--- config.mk ---
export PLATFORM = sky130hd
export DESIGN_NAME = i2c_eeprom_slave_flat
export DESIGN_NICKNAME = d
export VERILOG_FILES = /design/src/rtl/i2c_eeprom_slave_if.sv /design/src/rtl/i2c_eeprom_slave.sv /design/src/flat_wrapper.sv
export SDC_FILE = /design/constraint.sdc
export NUM_CORES = 2
export LEC_CHECK = 0
export BUFFER_PORTS_ARGS = -buffer_cell sky130_fd_sc_hd__buf_2
export CORE_MARGIN = 5
export CORE_UTILIZATION = 44
export CTS_CLUSTER_DIAMETER = 120
export DETAILED_ROUTE_END_ITERATION = 8
export SYNTH_ARGS = -nofsm -noshare
export SYNTH_HDL_FRONTEND = slang
export SYNTH_SLANG_ARGS = --single-unit
--- constraint.sdc ---
create_clock -name clk -period 6.03 [get_ports clk]
set_clock_uncertainty 0.15 [all_clocks]
set_input_delay 0.603 -clock clk [delete_from_list [all_inputs] [get_ports clk]]
set_output_delay 0.603 -clock clk [all_outputs]
set_load 0.05 [all_outputs]
--- src/rtl/i2c_eeprom_slave_if.sv ---
// Bus bundle between an I2C EEPROM target and its environment: line levels,
// write protect, SDA drive enable and the memory-commit / pointer observation taps.
interface i2c_eeprom_slave_if #(
  parameter int unsigned MEM_AW = 8
);
  logic              scl_in;
  logic              sda_in;
  logic              wp_pin;
  logic              sda_oen;
  logic              busy;
  logic              mem_wr;
  logic [MEM_AW-1:0] mem_wr_addr;
  logic [7:0]        mem_wr_data;
  logic [MEM_AW-1:0] addr_ptr;

  modport slave (
    input  scl_in, sda_in, wp_pin,
    output sda_oen, busy, mem_wr, mem_wr_addr, mem_wr_data, addr_ptr
  );

  modport master (
    output scl_in, sda_in, wp_pin,
    input  sda_oen, busy, mem_wr, mem_wr_addr, mem_wr_data, addr_ptr
  );
endinterface

--- src/rtl/i2c_eeprom_slave.sv ---
// 24Cxx-style I2C EEPROM target with 16-bit word addressing, page-wrapped writes,
// sequential reads and a write-cycle busy window that NACKs the device address.
module i2c_eeprom_slave #(
  parameter logic [6:0]  DEV_ADDR   = 7'b1010111,
  parameter int unsigned MEM_AW     = 8,
  parameter int unsigned PAGE_AW    = 5,
  parameter int unsigned TWR_CYCLES = 50000
) (
  input  logic              clk,
  input  logic              rst,
  i2c_eeprom_slave_if.slave bus
);

  localparam int unsigned       CntW     = $clog2(TWR_CYCLES + 1);
  localparam logic [MEM_AW-1:0] PageMask = MEM_AW'((64'd1 << PAGE_AW) - 64'd1);

  typedef enum logic [2:0] {StIdle, StDev, StWah, StWal, StWd, StRd} state_e;

  state_e            r_state;
  state_e            r_next;
  logic [1:0]        r_scl_sync;
  logic [1:0]        r_sda_sync;
  logic              r_scl_d;
  logic              r_sda_d;
  logic [3:0]        r_bit_cnt;
  logic [7:0]        r_shift;
  logic [7:0]        r_addr_hi;
  logic              r_pending;
  logic              r_busy;
  logic [CntW-1:0]   r_busy_cnt;
  logic              r_sda_oen;
  logic              r_mem_wr;
  logic [MEM_AW-1:0] r_mem_wr_addr;
  logic [7:0]        r_mem_wr_data;
  logic [MEM_AW-1:0] r_addr_ptr;
  logic [7:0]        r_mem [2**MEM_AW];

  logic              w_scl;
  logic              w_sda;
  logic              w_scl_rise;
  logic              w_scl_fall;
  logic              w_start;
  logic              w_stop;
  logic [7:0]        w_byte;
  logic [7:0]        w_rd_byte;
  logic [MEM_AW-1:0] w_ptr_page_inc;

  assign w_scl      = r_scl_sync[1];
  assign w_sda      = r_sda_sync[1];
  assign w_scl_rise = w_scl & ~r_scl_d;
  assign w_scl_fall = ~w_scl & r_scl_d;
  // SCL held high across both samples isolates data-line transitions as bus conditions
  assign w_start    = w_scl & r_scl_d & r_sda_d & ~w_sda;
  assign w_stop     = w_scl & r_scl_d & ~r_sda_d & w_sda;
  assign w_byte     = {r_shift[6:0], w_sda};
  assign w_rd_byte  = r_mem[r_addr_ptr];
  // Only the in-page offset advances; the page base stays put
  assign w_ptr_page_inc = (r_addr_ptr & ~PageMask) | ((r_addr_ptr + MEM_AW'(1)) & PageMask);

  assign bus.sda_oen     = r_sda_oen;
  assign bus.busy        = r_busy;
  assign bus.mem_wr      = r_mem_wr;
  assign bus.mem_wr_addr = r_mem_wr_addr;
  assign bus.mem_wr_data = r_mem_wr_data;
  assign bus.addr_ptr    = r_addr_ptr;

  // Protocol FSM: synchronizers, bus conditions, byte shifting, ACK slots, busy timer
  always_ff @(posedge clk) begin
    if (rst) begin
      r_state       <= StIdle;
      r_next        <= StIdle;
      r_scl_sync    <= 2'b11;
      r_sda_sync    <= 2'b11;
      r_scl_d       <= 1'b1;
      r_sda_d       <= 1'b1;
      r_bit_cnt     <= 4'd0;
      r_shift       <= 8'h00;
      r_addr_hi     <= 8'h00;
      r_pending     <= 1'b0;
      r_busy        <= 1'b0;
      r_busy_cnt    <= '0;
      r_sda_oen     <= 1'b1;
      r_mem_wr      <= 1'b0;
      r_mem_wr_addr <= '0;
      r_mem_wr_data <= 8'h00;
      r_addr_ptr    <= '0;
    end else begin
      r_scl_sync <= {r_scl_sync[0], bus.scl_in};
      r_sda_sync <= {r_sda_sync[0], bus.sda_in};
      r_scl_d    <= w_scl;
      r_sda_d    <= w_sda;
      r_mem_wr   <= 1'b0;

      if (r_busy) begin
        if (r_busy_cnt == '0) r_busy <= 1'b0;
        else                  r_busy_cnt <= r_busy_cnt - CntW'(1);
      end

      if (w_stop) begin
        r_state   <= StIdle;
        r_sda_oen <= 1'b1;
        if (r_pending) begin
          r_busy     <= 1'b1;
          r_busy_cnt <= CntW'(TWR_CYCLES - 1);
          r_pending  <= 1'b0;
        end
      end else if (w_start) begin
        // Repeated START abandons the write cycle; committed bytes stay committed
        r_state   <= StDev;
        r_bit_cnt <= 4'd0;
        r_sda_oen <= 1'b1;
        r_pending <= 1'b0;
      end else begin
        unique case (r_state)
          StIdle: ;
          StDev, StWah, StWal, StWd: begin
            if (w_scl_rise && r_bit_cnt < 4'd8) begin
              r_shift   <= w_byte;
              r_bit_cnt <= r_bit_cnt + 4'd1;
              if (r_bit_cnt == 4'd7) begin
                case (r_state)
                  StDev: begin
                    if (w_byte[7:1] == DEV_ADDR && !r_busy) r_next  <= w_byte[0] ? StRd : StWah;
                    else                                     r_state <= StIdle;
                  end
                  StWah: begin
                    r_addr_hi <= w_byte;
                    r_next    <= StWal;
                  end
                  StWal: begin
                    r_addr_ptr <= MEM_AW'({r_addr_hi, w_byte});
                    r_next     <= StWd;
                  end
                  StWd: begin
                    if (!bus.wp_pin) begin
                      r_mem_wr      <= 1'b1;
                      r_mem_wr_addr <= r_addr_ptr;
                      r_mem_wr_data <= w_byte;
                      r_pending     <= 1'b1;
                    end
                    r_addr_ptr <= w_ptr_page_inc;
                    r_next     <= StWd;
                  end
                  default: ;
                endcase
              end
            end else if (w_scl_fall && r_bit_cnt == 4'd8) begin
              r_sda_oen <= 1'b0;
              r_bit_cnt <= 4'd9;
            end else if (w_scl_fall && r_bit_cnt == 4'd9) begin
              r_sda_oen <= 1'b1;
              r_bit_cnt <= 4'd0;
              r_state   <= r_next;
              if (r_next == StRd) begin
                r_shift    <= w_rd_byte;
                r_sda_oen  <= w_rd_byte[7];
                r_addr_ptr <= r_addr_ptr + MEM_AW'(1);
              end
            end
          end
          StRd: begin
            if (w_scl_rise) begin
              if (r_bit_cnt < 4'd8) begin
                r_bit_cnt <= r_bit_cnt + 4'd1;
              end else if (r_bit_cnt == 4'd8) begin
                // Master ACK slot: NACK ends the read
                if (w_sda) r_state <= StIdle;
                else       r_bit_cnt <= 4'd9;
              end
            end else if (w_scl_fall) begin
              if (r_bit_cnt >= 4'd1 && r_bit_cnt <= 4'd7) begin
                r_shift   <= {r_shift[6:0], r_shift[7]};
                r_sda_oen <= r_shift[6];
              end else if (r_bit_cnt == 4'd8) begin
                r_sda_oen <= 1'b1;
              end else if (r_bit_cnt == 4'd9) begin
                r_shift    <= w_rd_byte;
                r_sda_oen  <= w_rd_byte[7];
                r_addr_ptr <= r_addr_ptr + MEM_AW'(1);
                r_bit_cnt  <= 4'd0;
              end
            end
          end
          default: r_state <= StIdle;
        endcase
      end
    end
  end

  // Memory array write port, fed by the registered commit pulse; contents survive reset
  always_ff @(posedge clk) begin
    if (r_mem_wr) r_mem[r_mem_wr_addr] <= r_mem_wr_data;
  end

endmodule

--- src/flat_wrapper.sv ---
// flat-port wrapper written by rule: the top's interface ports become plain ports
module i2c_eeprom_slave_flat 
#(
  parameter logic [6:0]  DEV_ADDR   = 7'b1010111,
  parameter int unsigned MEM_AW     = 8,
  parameter int unsigned PAGE_AW    = 5,
  parameter int unsigned TWR_CYCLES = 50000
)
  (clk, rst, bus_scl_in, bus_sda_in, bus_wp_pin, bus_sda_oen, bus_busy, bus_mem_wr, bus_mem_wr_addr, bus_mem_wr_data, bus_addr_ptr);
  i2c_eeprom_slave_if #(.MEM_AW(MEM_AW)) bus_i ();
  input  logic clk;
  input  logic rst;
  input wire logic [$bits(bus_i.scl_in)-1:0] bus_scl_in;
  input wire logic [$bits(bus_i.sda_in)-1:0] bus_sda_in;
  input wire logic [$bits(bus_i.wp_pin)-1:0] bus_wp_pin;
  output wire logic [$bits(bus_i.sda_oen)-1:0] bus_sda_oen;
  output wire logic [$bits(bus_i.busy)-1:0] bus_busy;
  output wire logic [$bits(bus_i.mem_wr)-1:0] bus_mem_wr;
  output wire logic [$bits(bus_i.mem_wr_addr)-1:0] bus_mem_wr_addr;
  output wire logic [$bits(bus_i.mem_wr_data)-1:0] bus_mem_wr_data;
  output wire logic [$bits(bus_i.addr_ptr)-1:0] bus_addr_ptr;
  assign bus_i.scl_in = bus_scl_in;
  assign bus_i.sda_in = bus_sda_in;
  assign bus_i.wp_pin = bus_wp_pin;
  assign bus_sda_oen = bus_i.sda_oen;
  assign bus_busy = bus_i.busy;
  assign bus_mem_wr = bus_i.mem_wr;
  assign bus_mem_wr_addr = bus_i.mem_wr_addr;
  assign bus_mem_wr_data = bus_i.mem_wr_data;
  assign bus_addr_ptr = bus_i.addr_ptr;
  i2c_eeprom_slave #(.DEV_ADDR(DEV_ADDR), .MEM_AW(MEM_AW), .PAGE_AW(PAGE_AW), .TWR_CYCLES(TWR_CYCLES)) u_core (.clk(clk), .rst(rst), .bus(bus_i));
endmodule
==> key figures <==
STA
  – Fmax: 232 MHz
  – Crit share post-route: 71.6%
  – Setup_tns: 0 ps
  – Max_slew headroom: 9.22%
  – Slew Limit Fails: 0
  – Final Hold Fails: 0
  – RSZ-0062 raised after global routing: false
  – Final worst slack: 1710 ps
  – Min Tclk post-route: 4320 ps
  – Final setup vio count: 0
  – Slew @ Worst Pin: 1360 ps

Worst setup path
  – Crit-path max FO: 64
  – Critical Path Max Stage Delay: 900 ps
  – R2R depth: 9
  – Worst path bufs/invs: 2
  – Largest delay share family, worst path: simple AND/OR/NAND/NOR gates
  – Levels on crit path: 9
  – Most frequent CP cell: buf_12
  – Kind of critical path: reg -> reg
  – Setup crit end: u_core.r_shift[1]
  – Critical-path cell list: buf_12 -> buf_12 -> mux4_2 -> a22oi_1 -> a21oi_1 -> nor4_1 -> o22ai_1 -> nor2_1 -> o21ai_0
  – Kind of end point of the critical path: flip-flop
  – CP startpoint kind: flip-flop
  – Worst EP arrival: 4870 ps
  – Reg2Reg Setup Slack: 1710 ps
  – Reg2reg end: u_core.r_shift[1]
  – Critical path's slowest cell: dfxtp_4
  – Worst EP required: 6580 ps

Hold path
  – WHS Path Cells: 3
  – HP Class: in -> reg

CTS
  – CTS tree: built
  – Clock-pin slew on the worst setup and hold paths: 60 ps
  – Worst-Skew Late Latency: 850 ps
  – Max Root-Sink Buffers: 3
  – Root Driver: clkbuf_16
  – Cts bufs inserted: 207
  – CTS HTree Levels: 4
  – Clock Sinks: 2124

Drt
  – Post-route ant nets: 0
  – First-pass DRT Iterations: 6
  – DRT iter0 DRCs: 4831
  – Via density per instance: 6.11
  – DR vias: 41792
  – DRT Wirelength: 217000 µm
  – Remaining DRCs: 0
  – WL per Instance: 31.7 µm

Floorplan
  – Core ar.: 187000 µm²
  – Die width: 443 µm
  – Number of core rows: 159
  – I/O pin cnt: 32
  – Die Area: 196000 µm²
  – Initial Utilization: 44.1%
  – DIE HEIGHT: 443 µm

Synthesis
  – Yosys reg bits: 2124
  – Ys flop type: edfxtp_1
  – Number of synthesized flops with an enable pin: 2048
  – Gate count of the mapped netlist: 4078
  – Share of the yosys chip area belonging to registers: 76.3%
  – Syn nets: 4093
  – Warnings from Yosys: 0
  – Fraction of registers with async set/reset: 0%
  – Cell Area, Synth: 82600 µm²
  – Cell variety after synth: 73
  – Avg Inst Size Synth: 20.3 µm²

Final layout
  – Final Instance Area: 92200 µm²
  – Layout Area Growth over Synthesis: 11.7%
  – Leading cell type in the layout, fill and taps excluded: edfxtp_1
  – Layout net count: 4177
  – Most frequent cells in the layout: edfxtp_1 (2048), mux4_2 (499), nor2_1 (309)
  – Layout cell share with drive strength beyond 1: 23.1%

Placed design
  – Gpl congestion: 0.848
  – Pre-CTS setup slack: 1750 ps
  – Post-DP Area: 85600 µm²
  – IO Port Bufs: 31
  – Detail Placement HPWL: 134000 µm

Global route
  – Gr usage total: 21.8%
  – Initial antenna violation count: 8
  – Largest net degree at the start of global routing: 238
  – Congestion Overflow GR: 0
  – First-pass GRT wire length: 309000 µm
  – Vias in the first global route: 41264

Outcome
  – Outcome: completed

Power and ir drop
  – Clock share of power: 43.5%
  – Internal power: 23.1 mW
  – Seq pwr share: 55.1%
  – Net Sw Frac: 20.1%
  – PD cells: 314 nW/µm²
  – Leakage power: 28.7 nW
  – Worst vdd ir: 0.329 mV
  – P_sw: 5.80 mW
  – Comb pwr share: 1.4%

Job
  – MaxCap Viol Count: 0
==> worst min-delay path: stages <==
cell and delay [ps]:
buf_2 100, buf_4 290, nor2_1 170
==> layout make-up <==
type / instances / area [µm²]
Fill cell: 15007 / 95000
Sequential cell: 2124 / 63100
Multi-Input combinational cell: 1680 / 18300
Clock buffer: 278 / 5620
Tap cell: 2495 / 3120
Timing Repair Buffer: 131 / 1140
Clock inverter: 106 / 951
Inverter: 18 / 67.6
Antenna cell: 4 / 10.0
==> registers in the layout, indices dropped and copies added, names as in the netlist, 3 cells and up, named ones only <==
name / flops
u_core.r_state: 3
u_core.r_mem: 2048
u_core.r_busy_cnt: 16
u_core.r_shift: 8
u_core.bus.mem_wr_addr: 8
u_core.bus.addr_ptr: 8
u_core.r_bit_cnt: 4
u_core.bus.mem_wr_data: 8
u_core.r_next: 3
==> timing repair <==
action | 4_1_cts | 5_1_grt
endpoints found under the setup margin | 0 | 0
resized for setup | 0 | 0
hold buffers | 3 | 0
buffers inserted | 0 | 0
hold endpoints to repair | 4 | 0
==> cell families (layout without fill, tap and decap cells) <==
kind of cell               count (synthesis)  in the layout  share of synthesized area, %
other                                      0              4                             0
xor gates and xnor gates                  13             13                         0.138
muxes                                    567            567                          14.5
buffers and inverters                    274            533                          1.63
AOI/OAI and AO/OA                        483            483                          3.88
adders and majority gates                 10             10                         0.152
and+or+nand+nor                          607            607                          3.38
DFF                                     2124           2124                          76.3
==> cells in the mapped netlist (7+ instances only) <==
cell	count	area [µm²]
a211oi_1	17	128
a21oi_1	142	711
a22oi_1	198	1490
a31oi_1	11	68.8
and3_1	9	56.3
buf_1	8	30.0
buf_2	73	365
buf_4	18	135
buf_6	12	135
clkbuf_1	140	526
dfxtp_1	76	1520
edfxtp_1	2048	61500
ha_1	10	125
inv_1	18	67.6
mux2_2	46	518
mux2i_1	22	220
mux4_2	499	11200
nand2_1	88	330
nand2b_1	13	81.3
nand3_1	43	215
nand4_1	12	75.1
nor2_1	310	1160
nor2b_1	30	188
nor3_1	21	105
nor3b_1	7	52.6
nor4_1	33	206
o21ai_0	33	165
o22ai_1	34	213
or2_2	11	68.8
xnor2_1	10	87.6
==> layer usage <==
metal	wire length, µm	GRT usage (%)
met1	89700	31.8
met2	101000	33.0
met3	19000	4.54
met4	7340	7.42
met5	18	0
==> metrics by stage <==
stage / power (mW) / util (%) / std cells / hold slack [ps]
floorplan: 16.6 / - / 4078 / 239
global placement: 16.7 / 45.7 / 6445 / 250
detailed placement: 16.7 / 45.7 / 6445 / 247
CTS: 29.1 / 49.3 / 6832 / 160
global route: 29.8 / 49.3 / 6833 / 218
finish: 28.9 / 49.3 / 6836 / 210
==> power by group through the flow <==
| stage | Clock (mW) | Sequential, mW | Combinational, mW |
|---|---|---|---|
| 2_1_floorplan | 0 | 16.2 | 0.332 |
| 3_3_place_gp | 0 | 16.3 | 0.414 |
| 3_5_place_dp | 0 | 16.3 | 0.415 |
| 4_1_cts | 12.8 | 15.9 | 0.416 |
| 5_1_grt | 13.4 | 15.9 | 0.436 |
| 6_report | 12.6 | 15.9 | 0.408 |
==> how the worst min path moves through the flow <==
stage,start,endpoint
CTS,rst,u_core.r_bit_cnt[0]
detailed placement,u_core.r_sda_sync[0],u_core.r_sda_sync[1]
floorplan,u_core.r_scl_sync[0],u_core.r_scl_sync[1]
finish,rst,u_core.r_bit_cnt[0]
global route,rst,u_core.r_bit_cnt[0]
global placement,u_core.r_sda_sync[0],u_core.r_sda_sync[1]
(Power assumes the default switching activity.)
